===== config.mk =====
export PLATFORM = sky130hd
export DESIGN_NAME = mpu_poll_sequencer_flat
export DESIGN_NICKNAME = d
export VERILOG_FILES = /design/src/rtl/mpu_poll_sequencer_if.sv /design/src/rtl/mpu_poll_sequencer.sv /design/src/flat_wrapper.sv
export SDC_FILE = /design/constraint.sdc
export NUM_CORES = 1
export LEC_CHECK = 0
export ABC_AREA = 1
export ABC_CLOCK_PERIOD_IN_PS = 3320
export CORE_ASPECT_RATIO = 0.8
export CORE_MARGIN = 5
export CORE_UTILIZATION = 25
export CTS_CLUSTER_SIZE = 40
export DETAILED_ROUTE_END_ITERATION = 10
export PLACE_DENSITY = 0.47
export SLEW_MARGIN = 40
export SYNTH_ARGS = -nofsm -noshare
export SYNTH_HDL_FRONTEND = slang
export SYNTH_SLANG_ARGS = --single-unit

===== constraint.sdc =====
create_clock -name CLK -period 3.32 [get_ports CLK]
set_clock_uncertainty 0.05 [all_clocks]
set_input_delay 0.664 -clock CLK [delete_from_list [all_inputs] [get_ports CLK]]
set_output_delay 0.664 -clock CLK [all_outputs]
set_load 0.05 [all_outputs]

===== src/rtl/mpu_poll_sequencer_if.sv =====
// Request/response bundle between the poll sequencer and the MPU-6050
// I2C controller (top_mpu_6050).
interface mpu_poll_sequencer_if;
  logic        O_EN;
  logic [7:0]  O_INSTR;
  logic        I_BUSY;
  logic        I_ERR;
  logic [23:0] I_RXD;

  modport master (
    output O_EN, O_INSTR,
    input  I_BUSY, I_ERR, I_RXD
  );

  modport slave (
    input  O_EN, O_INSTR,
    output I_BUSY, I_ERR, I_RXD
  );
endinterface


===== src/rtl/mpu_poll_sequencer.sv =====
// Wakes the MPU-6050 once, then polls every axis at POLL_HZ.
// Define POLL_SEQ_TEMP_EN to include the TEMP read (index 3) per frame.
module mpu_poll_sequencer #(
  parameter int unsigned FPGA_CLK      = 50_000_000,
  parameter int unsigned POLL_HZ       = 100,
  parameter logic [7:0]  INSTR_INIT    = 8'h01,
  parameter logic [7:0]  INSTR_RD_BASE = 8'h10,
  parameter int unsigned BUSY_TO       = 1024,
  parameter int unsigned XFER_TO       = 50_000
) (
  input  logic                 CLK,
  input  logic                 RST_n,
  input  logic                 I_START,
  mpu_poll_sequencer_if.master io_ctl,
  output logic [15:0]          O_AX,
  output logic [15:0]          O_AY,
  output logic [15:0]          O_AZ,
  output logic [15:0]          O_TEMP,
  output logic [15:0]          O_GX,
  output logic [15:0]          O_GY,
  output logic [15:0]          O_GZ,
  output logic                 O_VALID,
  output logic                 O_INIT_DONE,
  output logic [7:0]           O_ERR_CNT
);
  localparam logic [31:0] PER_LAST =
    32'(FPGA_CLK / POLL_HZ) - 32'd1;
  localparam logic [31:0] BUSY_LIM = 32'(BUSY_TO);
  localparam logic [31:0] XFER_LIM = 32'(XFER_TO);
  localparam logic [2:0]  IDX_LAST = 3'd6;
`ifdef POLL_SEQ_TEMP_EN
  localparam bit TEMP_EN = 1'b1;
`else
  localparam bit TEMP_EN = 1'b0;
`endif

  typedef enum logic [2:0] {
    S_IDLE,
    S_REQ,
    S_WAIT_HI,
    S_WAIT_LO,
    S_STORE,
    S_WAIT_PERIOD
  } state_t;

  state_t      r_state;
  state_t      w_next;
  logic [2:0]  r_idx;
  logic [2:0]  w_idx_d;
  logic [2:0]  w_idx_inc;
  logic        r_init_done;
  logic        w_init_d;
  logic [31:0] r_per_cnt;
  logic [31:0] r_to;
  logic        r_hi_seen;
  logic        r_fail;
  logic        w_fail;
  logic [7:0]  r_instr;
  logic [7:0]  r_err_cnt;
  logic        r_valid;
  logic [15:0] r_sh  [7];
  logic [15:0] r_out [7];
  logic        w_last;
  logic        w_per_done;
  logic        w_frame_start;
  logic        w_unused;

  assign w_unused      = &{1'b0, io_ctl.I_RXD[23:16]};
  assign w_last        = (r_idx == IDX_LAST);
  assign w_per_done    = (r_per_cnt >= PER_LAST);
  assign w_frame_start = (r_state == S_REQ) &&
                         (!r_init_done || r_idx == 3'd0);
  assign w_idx_inc     = (!TEMP_EN && r_idx == 3'd2) ?
                         3'd4 : r_idx + 3'd1;

  always_ff @(posedge CLK or negedge RST_n) begin
    if (!RST_n) r_state <= S_IDLE;
    else        r_state <= w_next;
  end

  always_comb begin
    w_next   = r_state;
    w_fail   = 1'b0;
    w_idx_d  = r_idx;
    w_init_d = r_init_done;
    unique case (r_state)
      S_IDLE: begin
        if (I_START) w_next = S_REQ;
      end
      S_REQ: begin
        w_next = S_WAIT_HI;
      end
      S_WAIT_HI: begin
        if (io_ctl.I_BUSY || r_hi_seen) begin
          w_next = S_WAIT_LO;
        end else if (r_to > BUSY_LIM) begin
          w_next = S_STORE;
          w_fail = 1'b1;
        end
      end
      S_WAIT_LO: begin
        if (!io_ctl.I_BUSY) begin
          w_next = S_STORE;
          w_fail = io_ctl.I_ERR;
        end else if (r_to > XFER_LIM) begin
          w_next = S_STORE;
          w_fail = 1'b1;
        end
      end
      S_STORE: begin
        if (r_fail) begin
          w_next  = S_WAIT_PERIOD;
          w_idx_d = 3'd0;
        end else if (!r_init_done) begin
          w_init_d = 1'b1;
          w_next   = I_START ? S_REQ : S_IDLE;
        end else if (!w_last) begin
          w_idx_d = w_idx_inc;
          w_next  = S_REQ;
        end else begin
          w_idx_d = 3'd0;
          // an overrun frame restarts at once, no backlog
          if (!I_START)        w_next = S_IDLE;
          else if (w_per_done) w_next = S_REQ;
          else                 w_next = S_WAIT_PERIOD;
        end
      end
      S_WAIT_PERIOD: begin
        if (!I_START)        w_next = S_IDLE;
        else if (w_per_done) w_next = S_REQ;
      end
      default: w_next = S_IDLE;
    endcase
  end

  always_ff @(posedge CLK or negedge RST_n) begin
    if (!RST_n) begin
      r_idx       <= 3'd0;
      r_init_done <= 1'b0;
      r_per_cnt   <= 32'd0;
      r_to        <= 32'd0;
      r_hi_seen   <= 1'b0;
      r_fail      <= 1'b0;
      r_instr     <= 8'h00;
      r_err_cnt   <= 8'h00;
      r_valid     <= 1'b0;
      for (int i = 0; i < 7; i++) begin
        r_sh[i]  <= 16'h0;
        r_out[i] <= 16'h0;
      end
    end else begin
      r_idx       <= w_idx_d;
      r_init_done <= w_init_d;
      r_valid     <= 1'b0;
      if (w_frame_start)
        r_per_cnt <= 32'd1;
      else if (r_per_cnt < PER_LAST)
        r_per_cnt <= r_per_cnt + 32'd1;
      if (r_state == S_REQ ||
          (r_state == S_WAIT_HI && w_next == S_WAIT_LO))
        r_to <= 32'd1;
      else if (r_to != '1)
        r_to <= r_to + 32'd1;
      if (r_state == S_REQ) r_hi_seen <= io_ctl.I_BUSY;
      if (w_next == S_STORE) r_fail <= w_fail;
      if (w_next == S_REQ)
        r_instr <= w_init_d ?
          INSTR_RD_BASE + {5'd0, w_idx_d} : INSTR_INIT;
      if (r_state == S_STORE) begin
        if (r_fail) begin
          if (r_err_cnt != 8'hFF) r_err_cnt <= r_err_cnt + 8'd1;
        end else if (r_init_done) begin
          r_sh[r_idx] <= io_ctl.I_RXD[15:0];
          // the final word bypasses its shadow so the frame lands whole
          if (w_last) begin
            for (int i = 0; i < 6; i++) r_out[i] <= r_sh[i];
            r_out[6] <= io_ctl.I_RXD[15:0];
            r_valid  <= 1'b1;
          end
        end
      end
    end
  end

  assign io_ctl.O_EN    = (r_state == S_REQ);
  assign io_ctl.O_INSTR = r_instr;
  assign O_AX           = r_out[0];
  assign O_AY           = r_out[1];
  assign O_AZ           = r_out[2];
  assign O_TEMP         = TEMP_EN ? r_out[3] : 16'h0;
  assign O_GX           = r_out[4];
  assign O_GY           = r_out[5];
  assign O_GZ           = r_out[6];
  assign O_VALID        = r_valid;
  assign O_INIT_DONE    = r_init_done;
  assign O_ERR_CNT      = r_err_cnt;
endmodule


===== src/flat_wrapper.sv =====
// flat-port wrapper written by rule: the top's interface ports become plain ports
module mpu_poll_sequencer_flat 
#(
  parameter int unsigned FPGA_CLK      = 50_000_000,
  parameter int unsigned POLL_HZ       = 100,
  parameter logic [7:0]  INSTR_INIT    = 8'h01,
  parameter logic [7:0]  INSTR_RD_BASE = 8'h10,
  parameter int unsigned BUSY_TO       = 1024,
  parameter int unsigned XFER_TO       = 50_000
)
  (CLK, RST_n, I_START, O_AX, O_AY, O_AZ, O_TEMP, O_GX, O_GY, O_GZ, O_VALID, O_INIT_DONE, O_ERR_CNT, io_ctl_O_EN, io_ctl_O_INSTR, io_ctl_I_BUSY, io_ctl_I_ERR, io_ctl_I_RXD);
  mpu_poll_sequencer_if io_ctl_i ();
  input  logic CLK;
  input  logic RST_n;
  input  logic I_START;
  output logic [15:0] O_AX;
  output logic [15:0] O_AY;
  output logic [15:0] O_AZ;
  output logic [15:0] O_TEMP;
  output logic [15:0] O_GX;
  output logic [15:0] O_GY;
  output logic [15:0] O_GZ;
  output logic O_VALID;
  output logic O_INIT_DONE;
  output logic [7:0] O_ERR_CNT;
  output wire logic [$bits(io_ctl_i.O_EN)-1:0] io_ctl_O_EN;
  output wire logic [$bits(io_ctl_i.O_INSTR)-1:0] io_ctl_O_INSTR;
  input wire logic [$bits(io_ctl_i.I_BUSY)-1:0] io_ctl_I_BUSY;
  input wire logic [$bits(io_ctl_i.I_ERR)-1:0] io_ctl_I_ERR;
  input wire logic [$bits(io_ctl_i.I_RXD)-1:0] io_ctl_I_RXD;
  assign io_ctl_O_EN = io_ctl_i.O_EN;
  assign io_ctl_O_INSTR = io_ctl_i.O_INSTR;
  assign io_ctl_i.I_BUSY = io_ctl_I_BUSY;
  assign io_ctl_i.I_ERR = io_ctl_I_ERR;
  assign io_ctl_i.I_RXD = io_ctl_I_RXD;
  mpu_poll_sequencer #(.FPGA_CLK(FPGA_CLK), .POLL_HZ(POLL_HZ), .INSTR_INIT(INSTR_INIT), .INSTR_RD_BASE(INSTR_RD_BASE), .BUSY_TO(BUSY_TO), .XFER_TO(XFER_TO)) u_core (.CLK(CLK), .RST_n(RST_n), .I_START(I_START), .io_ctl(io_ctl_i), .O_AX(O_AX), .O_AY(O_AY), .O_AZ(O_AZ), .O_TEMP(O_TEMP), .O_GX(O_GX), .O_GY(O_GY), .O_GZ(O_GZ), .O_VALID(O_VALID), .O_INIT_DONE(O_INIT_DONE), .O_ERR_CNT(O_ERR_CNT));
endmodule

After elaboration in Yosys (flattened, before gate mapping)
Cells that the tools add are included.
Widths: inputs -> output; s select.
{"block": "op_classes", "add_sub_neg": 5, "multipliers": 0, "div": 0, "n_lt_le_gt_ge": 6, "eq_ne": 12, "n_shift": 0, "n_mux": 38, "bitwise_logic": 2, "reduce_logical": 14}
{"op": "$mux 32", "count": 4}
{"op": "$bwmux 112", "count": 1}
{"op": "$add 32x1->32 const B", "count": 2}
{"op": "$mux 3", "count": 17}
{"op": "$demux 16 s3", "count": 1}
{"op": "$ge 32x19->1 const B", "count": 1}
{"op": "$gt 32x11->1 const B", "count": 1}
{"op": "$gt 32x16->1 const B", "count": 1}
{"op": "$lt 32x19->1 const B", "count": 1}
{"op": "$ne 32x32->1 const B", "count": 1}
{"op": "$pmux 3 s6", "count": 1}
{"op": "$mux 16", "count": 1}
{"op": "$eq 3x2->1 const B", "count": 4}
{"op": "$eq 3x3->1 const B", "count": 4}
{"op": "$mux 1", "count": 11}
{"op": "$add 8x1->8 const B", "count": 1}
{"op": "$mux 8", "count": 1}
{"op": "$ne 8x8->1 const B", "count": 1}
{"op": "$add 5x3->6 const A", "count": 1}
{"op": "$eq 3x1->1 const B", "count": 2}
{"op": "$logic_not 3->1", "count": 2}
{"op": "$reduce_and 3->1", "count": 2}
{"op": "$ge 4x4->1 const B", "count": 1}
{"op": "$lt 4x1->1 const B", "count": 1}
{"op": "9 further kinds", "count": 14}
{"block": "word_totals", "reg_bits": 298, "latch_bits": 0, "mem_bits_rw": 0, "romBits": 0, "in_bits": 29, "out_inout_bits": 131, "wordCells": 100, "mem_count": 0}

Longest topological paths before layout
Gate-level depths: netlist of run 1.
{"block": "depth", "depth_word": 11, "ltp_mapped": 14, "depth_no_buf": 14}

Least setup slack after synthesis of run 1
OpenSTA, ideal clock, no wires.
{"block": "synth_path", "path_kind": "reg-to-reg", "from": "register u_core.r_state[1]", "to": "register u_core.r_per_cnt[3]", "setup_time_ns": 0.119, "arrival_ns": 1.916, "required_ns": 3.151, "setup_slack_ns": 1.235, "stages_incl_launch_ff": 10, "path_buffers": 1, "synth_period_minus_slack_ns": 2.085, "path_cell_list": "dfrtp_1 -> nor3_4 -> o21ai_0 -> nor2_4 -> inv_2 -> nand2_1 -> buf_4 -> nand2_1 -> o21ai_1 -> nor2_1"}
{"block": "synth_between", "elab_chain_cells": 3, "elab_cells_between_ends": 4, "cone_classes": "eq/ne: 1; mux: 1; reduce/logical: 2"}
{"item": "from (decl)", "line": "mpu_poll_sequencer.sv:46", "source": "state_t r_state;"}
{"item": "from (signal assigned)", "line": "mpu_poll_sequencer.sv:78", "source": "else r_state <= w_next;"}
{"item": "$eq 3x1->1 (*)"}
{"item": "named net io_ctl_O_EN", "line": "flat_wrapper.sv:26", "source": "output wire logic [$bits(io_ctl_i.O_EN)-1:0] io_ctl_O_EN;"}
{"item": "$logic_and 1x1->1 (*)", "line": "mpu_poll_sequencer.sv:71", "source": "assign w_frame_start = (r_state == S_REQ) &&"}
{"item": "$mux 32 / $reduce_bool 2->1 (equally long branches)"}
{"item": "to (signal assigned)", "line": "mpu_poll_sequencer.sv:158", "source": "r_per_cnt <= r_per_cnt + 32'd1;"}
{"item": "to (decl)", "line": "mpu_poll_sequencer.sv:53", "source": "logic [31:0] r_per_cnt;"}
The timed path passes the listed nets; every way through them passes the cells marked *.
A chain may end at the register's enable or synchronous reset.

Final worst setup path of run 1
{"block": "layout_path", "from": "register u_core.r_state[1]", "to": "output io_ctl_O_EN"}
{"block": "layout_between", "elab_chain_cells": 1}
{"item": "$eq 3x1->1", "line": "mpu_poll_sequencer.sv:185", "source": "assign io_ctl.O_EN = (r_state == S_REQ);"}
{"item": "to (decl)", "line": "flat_wrapper.sv:26"}
No other way between the ends.

==> impl_metrics.ini, run 1 <==
[finish]
fillCellCount = 4799
instances_no_fill = 2118
synthToLayoutAreaGrowth_pct = 24.97
multiInputGateArea_sq_mm = 0.004184
design_area_sq_mm = 0.01462
fin_nets = 1521
final_util = 0.3180
layout_common_cells = nand2_1, dfrtp_1, o21ai_0
layout-drive-gt1-share = 0.07570
final_common_cell = nand2_1
diodes = 0
register_area_sq_mm = 0.006556

[power_and_ir_drop]
max-vdd-ir-drop_mv = 0.3977
power_frac_seq = 0.440
clockPowerShare = 0.391
p_leak_uw = 0.006663
intPower_uw = 5756
comb_power_share = 0.168
switching_share = 0.3044
switching_power_uw = 2519
p_per_area_mw_per_mm2 = 566.0

[logic_synthesis]
ys_ff_latch = 262
async_reset_ff_frac = 1.000
syn_area_per_cell_sq_um = 8.647
ys_seq_area_frac = 0.5604
netlist_area_sq_mm = 0.01170
ys.flop_type = dfrtp_1
ys_warn_count = 0
synth_area_leader_cell = dfrtp_1
syn_inst = 1353
synth_top_area_frac = 0.5604
synth_cell_types = 44
synth_edf_count = 0
synth_area_leaders = dfrtp_1, nand2_1, o21ai_0

[sta]
rsz0062_at_grt = no
worstMarginPinSlew_ns = 0.7513
relSlewSlack = 0.4980
max_freq_mhz = 347.4
finalSetupTns_ns = 0
setup_viol = 0
slew_viol_final = 0
hold_viol_final = 0
layout_min_cycle_time_ns = 2.879
period_share = 0.8671

[critical_path]
crit_type = flop to primary output
worstReg2RegStart = u_core.r_per_cnt[0]$_DFFE_PN0P_
ff2ff_path_depth = 14
setup.worst_path.start_class = flop
endpoint_kind = primary output
cp_num_buf_inv = 1
crit_cells = 2
crit_required_ns = 2.61
crit_arrival_ns = 2.16
path_delay_family = buffers and inverters
critPathSlowestCell = clkdlybuf4s50_1
crit_path_max_fanout = 5
cp_cell_sequence = nor3_4, clkdlybuf4s50_1
r2r_setup_slack_ns = 0.83
slowest_delay_ns = 0.88
reg2reg_to = u_core.r_per_cnt[3]$_DFFE_PN0P_

[cts]
ctsResizeCount = 0
postCtsSetupRepairBufs = 0
cts_buffers = 31
clockBufferDepth = 3
clock-sinks = 262
root_buffer = clkbuf_16
cts_tree = done
worstSkewPairLatency_ns = 0.58
postCtsHoldBufs = 0
path_clk_slew_ns = 0.06
h-tree-depth = 1

[placement]
dp_cells = 2064
place_hpwl_um = 22160
post_dp_cell_area_sq_mm = 0.01366
io_buffers = 131
place.gp.congestion = 0.8437

[outcome]
outcome = complete, no violations

[die]
die_w_um = 251.9
row_count = 70
ios = 160
coreArea_sq_mm = 0.04598
die_h_um = 203.5
start_util = 0.2544
dieArea_sq_mm = 0.05125

[grt]
grt_first_pass_wirelength_um = 51150
grt_usage = 0.1243
overflow = 0
grt_max_degree = 89
grt_pass1_vias = 8699
antenna_found_initial = 0

[worst_hold_path]
hp-class = input pin to asynchronous set/reset pin

[routing]
firstDrtPassIters = 4
wl_per_cell_um = 15.34
antenna_left = 0
drtIter0Drc = 578
via_per_inst = 4.292
wl_um = 32490
vias = 9090
drc = 0

[job]
drv_cap = 0
## metrics by stage
step                      total power [uW]  hold WS, ns  worst slack, ns
after floorplan                       4601       0.3184            1.235
after global placement                5089       0.4043           0.4493
after detailed placement              5098       0.4077           0.8040
after CTS                             8441      0.04048           0.3874
after global routing                  8755      0.05898           0.3220
final                                 8275      0.01805           0.4414
## logic make-up (layout without fill, tap and decap cells)
logic type,after synthesis,count (layout),share of synthesized area
AND/OR/NAND/NOR,595,595,0.2243
flip-flops,262,262,0.5604
buffers and inverters,238,372,0.08824
AO/OA/AOI/OAI,225,225,0.1003
XOR/XNOR,24,24,0.01797
adder cells (fa/ha/maj),7,7,0.007486
other,1,20,0.0003205
multiplexers,1,1,0.0009625
## power groups by stage
stage                     sequential (uW)  clock (uW)  combinational [uW]
final                                3640        3240                1390
after global routing                 3680        3500                1570
after CTS                            3640        3380                1410
after detailed placement             3700           0                1400
after global placement               3700           0                1390
after floorplan                      3790           0                 815
## layer usage
metal | global-route usage | share of wire | vias up
met3 | 0.03009 | 0.055 | 39
met1 | 0.1931 | 0.52 | 4305
met4 | 0.02171 | 0.015 | 0
met5 | 0 | 0 | -
li1 | - | - | 4552
met2 | 0.1765 | 0.41 | 194
## registers in the layout (all words and copies together), names as in the netlist, 4 cells and up
name                   cells
u_core.O_AX               16
u_core.O_AY               16
u_core.O_AZ               16
u_core.O_ERR_CNT           8
u_core.O_GX               16
u_core.O_GY               16
u_core.O_GZ               16
u_core.io_ctl.O_INSTR      4
u_core.r_per_cnt          32
u_core.r_sh               80
u_core.r_to               32
## synth_stat cells, types with 8 or more instances
master    number
o21ai_1       13
inv_2         10
xor2_1        18
nand3_1       54
a21oi_1       12
nand4_1       24
nor2_4         9
o21ai_0      185
buf_4         22
clkbuf_1       9
buf_2         33
inv_1        161
nor2_1       105
nand2_2        8
nand2_1      335
nor3_1        27
dfrtp_1      262
## cell type report
type / count / share of cell area
Tap cell: 612 / 0.05237
Clock buffer: 46 / 0.05965
Clock inverter: 8 / 0.005905
Sequential cell: 262 / 0.4484
Inverter: 171 / 0.04407
Multi-Input combinational cell: 872 / 0.2862
Timing Repair Buffer: 147 / 0.1034
## worst max path at each step
stage | start | end | slack, ns
finish | u_core.r_state[1]$_DFF_PN0_ | io_ctl_O_EN | 0.44
global route | u_core.r_state[1]$_DFF_PN0_ | io_ctl_O_EN | 0.32
CTS | u_core.r_state[1]$_DFF_PN0_ | io_ctl_O_EN | 0.39
detailed placement | u_core.r_per_cnt[0]$_DFFE_PN0P_ | u_core.r_per_cnt[3]$_DFFE_PN0P_ | 0.80
global placement | u_core.r_per_cnt[0]$_DFFE_PN0P_ | u_core.r_per_cnt[3]$_DFFE_PN0P_ | 0.45
floorplan | u_core.r_state[1]$_DFF_PN0_ | u_core.r_per_cnt[3]$_DFFE_PN0P_ | 1.24
(Power assumes the default switching activity.)
==> run 2, diff against run 1 <==
CAP_MARGIN = 10   (was not set)
PLACE_DENSITY = not set   (was 0.47)
RECOVER_POWER = 100   (was not set)
==> impl_metrics.ini, run 2 (same netlist as run 1, synthesis figures left out) <==
[power_and_ir_drop]
p_leak_uw = 0.006938
intPower_uw = 5900
max-vdd-ir-drop_mv = 0.4292
switching_power_uw = 2586
switching_share = 0.3047
power_uw = 8486
comb_power_share = 0.158
power_frac_seq = 0.430
clockPowerShare = 0.413
p_per_area_mw_per_mm2 = 581.7

[critical_path]
crit_type = flop to primary output
crit_path_max_fanout = 5
crit_required_ns = 2.61
setup.worst_path.start_class = flop
ff2ff_path_depth = 14
endpoint_kind = primary output
crit_arrival_ns = 2.28

[placement]
place.gp.congestion = 0.8575
dp_cells = 2061
place_hpwl_um = 21800
place_ws_ns = 0.5110
io_buffers = 131

[finish]
final_common_cell = nand2_1
instances_no_fill = 2119
layout-drive-gt1-share = 0.06839
synthToLayoutAreaGrowth_pct = 24.71
final_util = 0.3173
largest-register = u_core.r_sh
reg_top3 = u_core.r_sh x80, u_core.r_per_cnt x32, u_core.r_to x32
layout_common_cells = nand2_1, dfrtp_1, o21ai_0
largest_reg_flops = 80
fin_nets = 1519

[cts]
clock-sinks = 262
postCtsSetupRepairBufs = 0
path_clk_slew_ns = 0.06
postCtsHoldBufs = 0
clockBufferDepth = 3
worstSkewPairLatency_ns = 0.58
ctsResizeCount = 0
cts_buffers = 30
cts_tree = done
root_buffer = clkbuf_16
h-tree-depth = 1

[routing]
via_per_inst = 4.366
drc = 0
antenna_left = 0
wl_per_cell_um = 14.95
wl_um = 31680
firstDrtPassIters = 5
vias = 9251
drtIter0Drc = 585

[die]
ios = 160
row_count = 70
die_h_um = 203.5
die_w_um = 251.9
coreArea_sq_mm = 0.04598
start_util = 0.2544
dieArea_sq_mm = 0.05125

[sta]
layout_min_cycle_time_ns = 2.997
period_share = 0.9028
finalSetupTns_ns = 0
slew_viol_final = 58
hold_viol_final = 0
worstMarginPinSlew_ns = 1.674
setup_viol = 0
setup_slack_ns = 0.3228
relSlewSlack = -0.1160
max_freq_mhz = 333.6
rsz0062_at_grt = no

[grt]
antenna_found_initial = 0
grt_pass1_vias = 9018
grt_max_degree = 97
grt_first_pass_wirelength_um = 51030
overflow = 0
grt_usage = 0.1222

[outcome]
outcome = complete, but fails checks
violations = capacitance limit, slew limit

[job]
drv_cap = 1

[worst_hold_path]
hp-class = flop to flop
whs_path_depth = 2
[run 2: cell types whose count changed in the layout (fill, tap and decap cells not counted), moves of 5 or more]
cell	delta
dlygate4sd3_1	+113
clkinvlp_4	+5
inv_2	-5
o21ai_0	+9
o21ai_1	-9
clkbuf_1	-9
clkdlybuf4s50_1	-112
inv_1	+6
nor2_4	-7
buf_4	-5
nor2_1	+6
[run 2: cell type report]
cell class | instances | area, sq um
fill | 4794 | 31390
multi-input combinational | 872 | 4095
antenna | 1 | 2.502
timing repair buffer | 146 | 1466
clock buffer | 33 | 792.0
tap | 612 | 765.7
sequential | 262 | 6556
clock inverter | 22 | 269.0
inverter | 171 | 641.9
[run 2: metrics by stage]
step | hold WS (ns) | cell area [sq um]
detailed placement | 0.4076 | 13610
finish | 0.4176 | 14590
global placement | 0.4023 | 13610
CTS | 0.09428 | 14670
global route | 0.4362 | 14590
floorplan | 0.3184 | 11770
[run 2: worst max-delay path: stages, from the launching register on]
cell,delay (ns)
dfrtp_1,0.44
nor3_4,0.31
dlygate4sd3_1,0.97
[run 2: worst paths after layout]
check                                                      from                         endpoint  slack, ns
worst min-delay path                 u_core.O_GZ[4]$_DFFE_PN0P_       u_core.O_GZ[4]$_DFFE_PN0P_       0.42
worst max-delay path                u_core.r_state[1]$_DFF_PN0_                      io_ctl_O_EN       0.32
max in group asynchronous                                 RST_n       u_core.O_AZ[3]$_DFFE_PN0P_       0.74
min in group asynchronous                                 RST_n       u_core.O_GY[5]$_DFFE_PN0P_       0.47
worst max register to register  u_core.r_per_cnt[0]$_DFFE_PN0P_  u_core.r_per_cnt[3]$_DFFE_PN0P_       0.51
worst min register to register       u_core.O_GZ[4]$_DFFE_PN0P_       u_core.O_GZ[4]$_DFFE_PN0P_       0.42
[run 2: power groups by stage]
stage / sequential, uW / clock (uW) / combinational [uW]
2_1_floorplan: 3790 / 0 / 815
3_3_place_gp: 3690 / 0 / 1360
3_5_place_dp: 3700 / 0 / 1380
4_1_cts: 3650 / 3630 / 1390
5_1_grt: 3680 / 3750 / 1520
6_report: 3650 / 3500 / 1340
[run 2: routing by layer]
metal  track usage  vias up  part of all wire
li1              -     4533                 -
met1        0.1852     4435              0.50
met2        0.1802      238              0.41
met3       0.02767       45             0.065
met4       0.02229        0             0.018
met5             0        -                 0
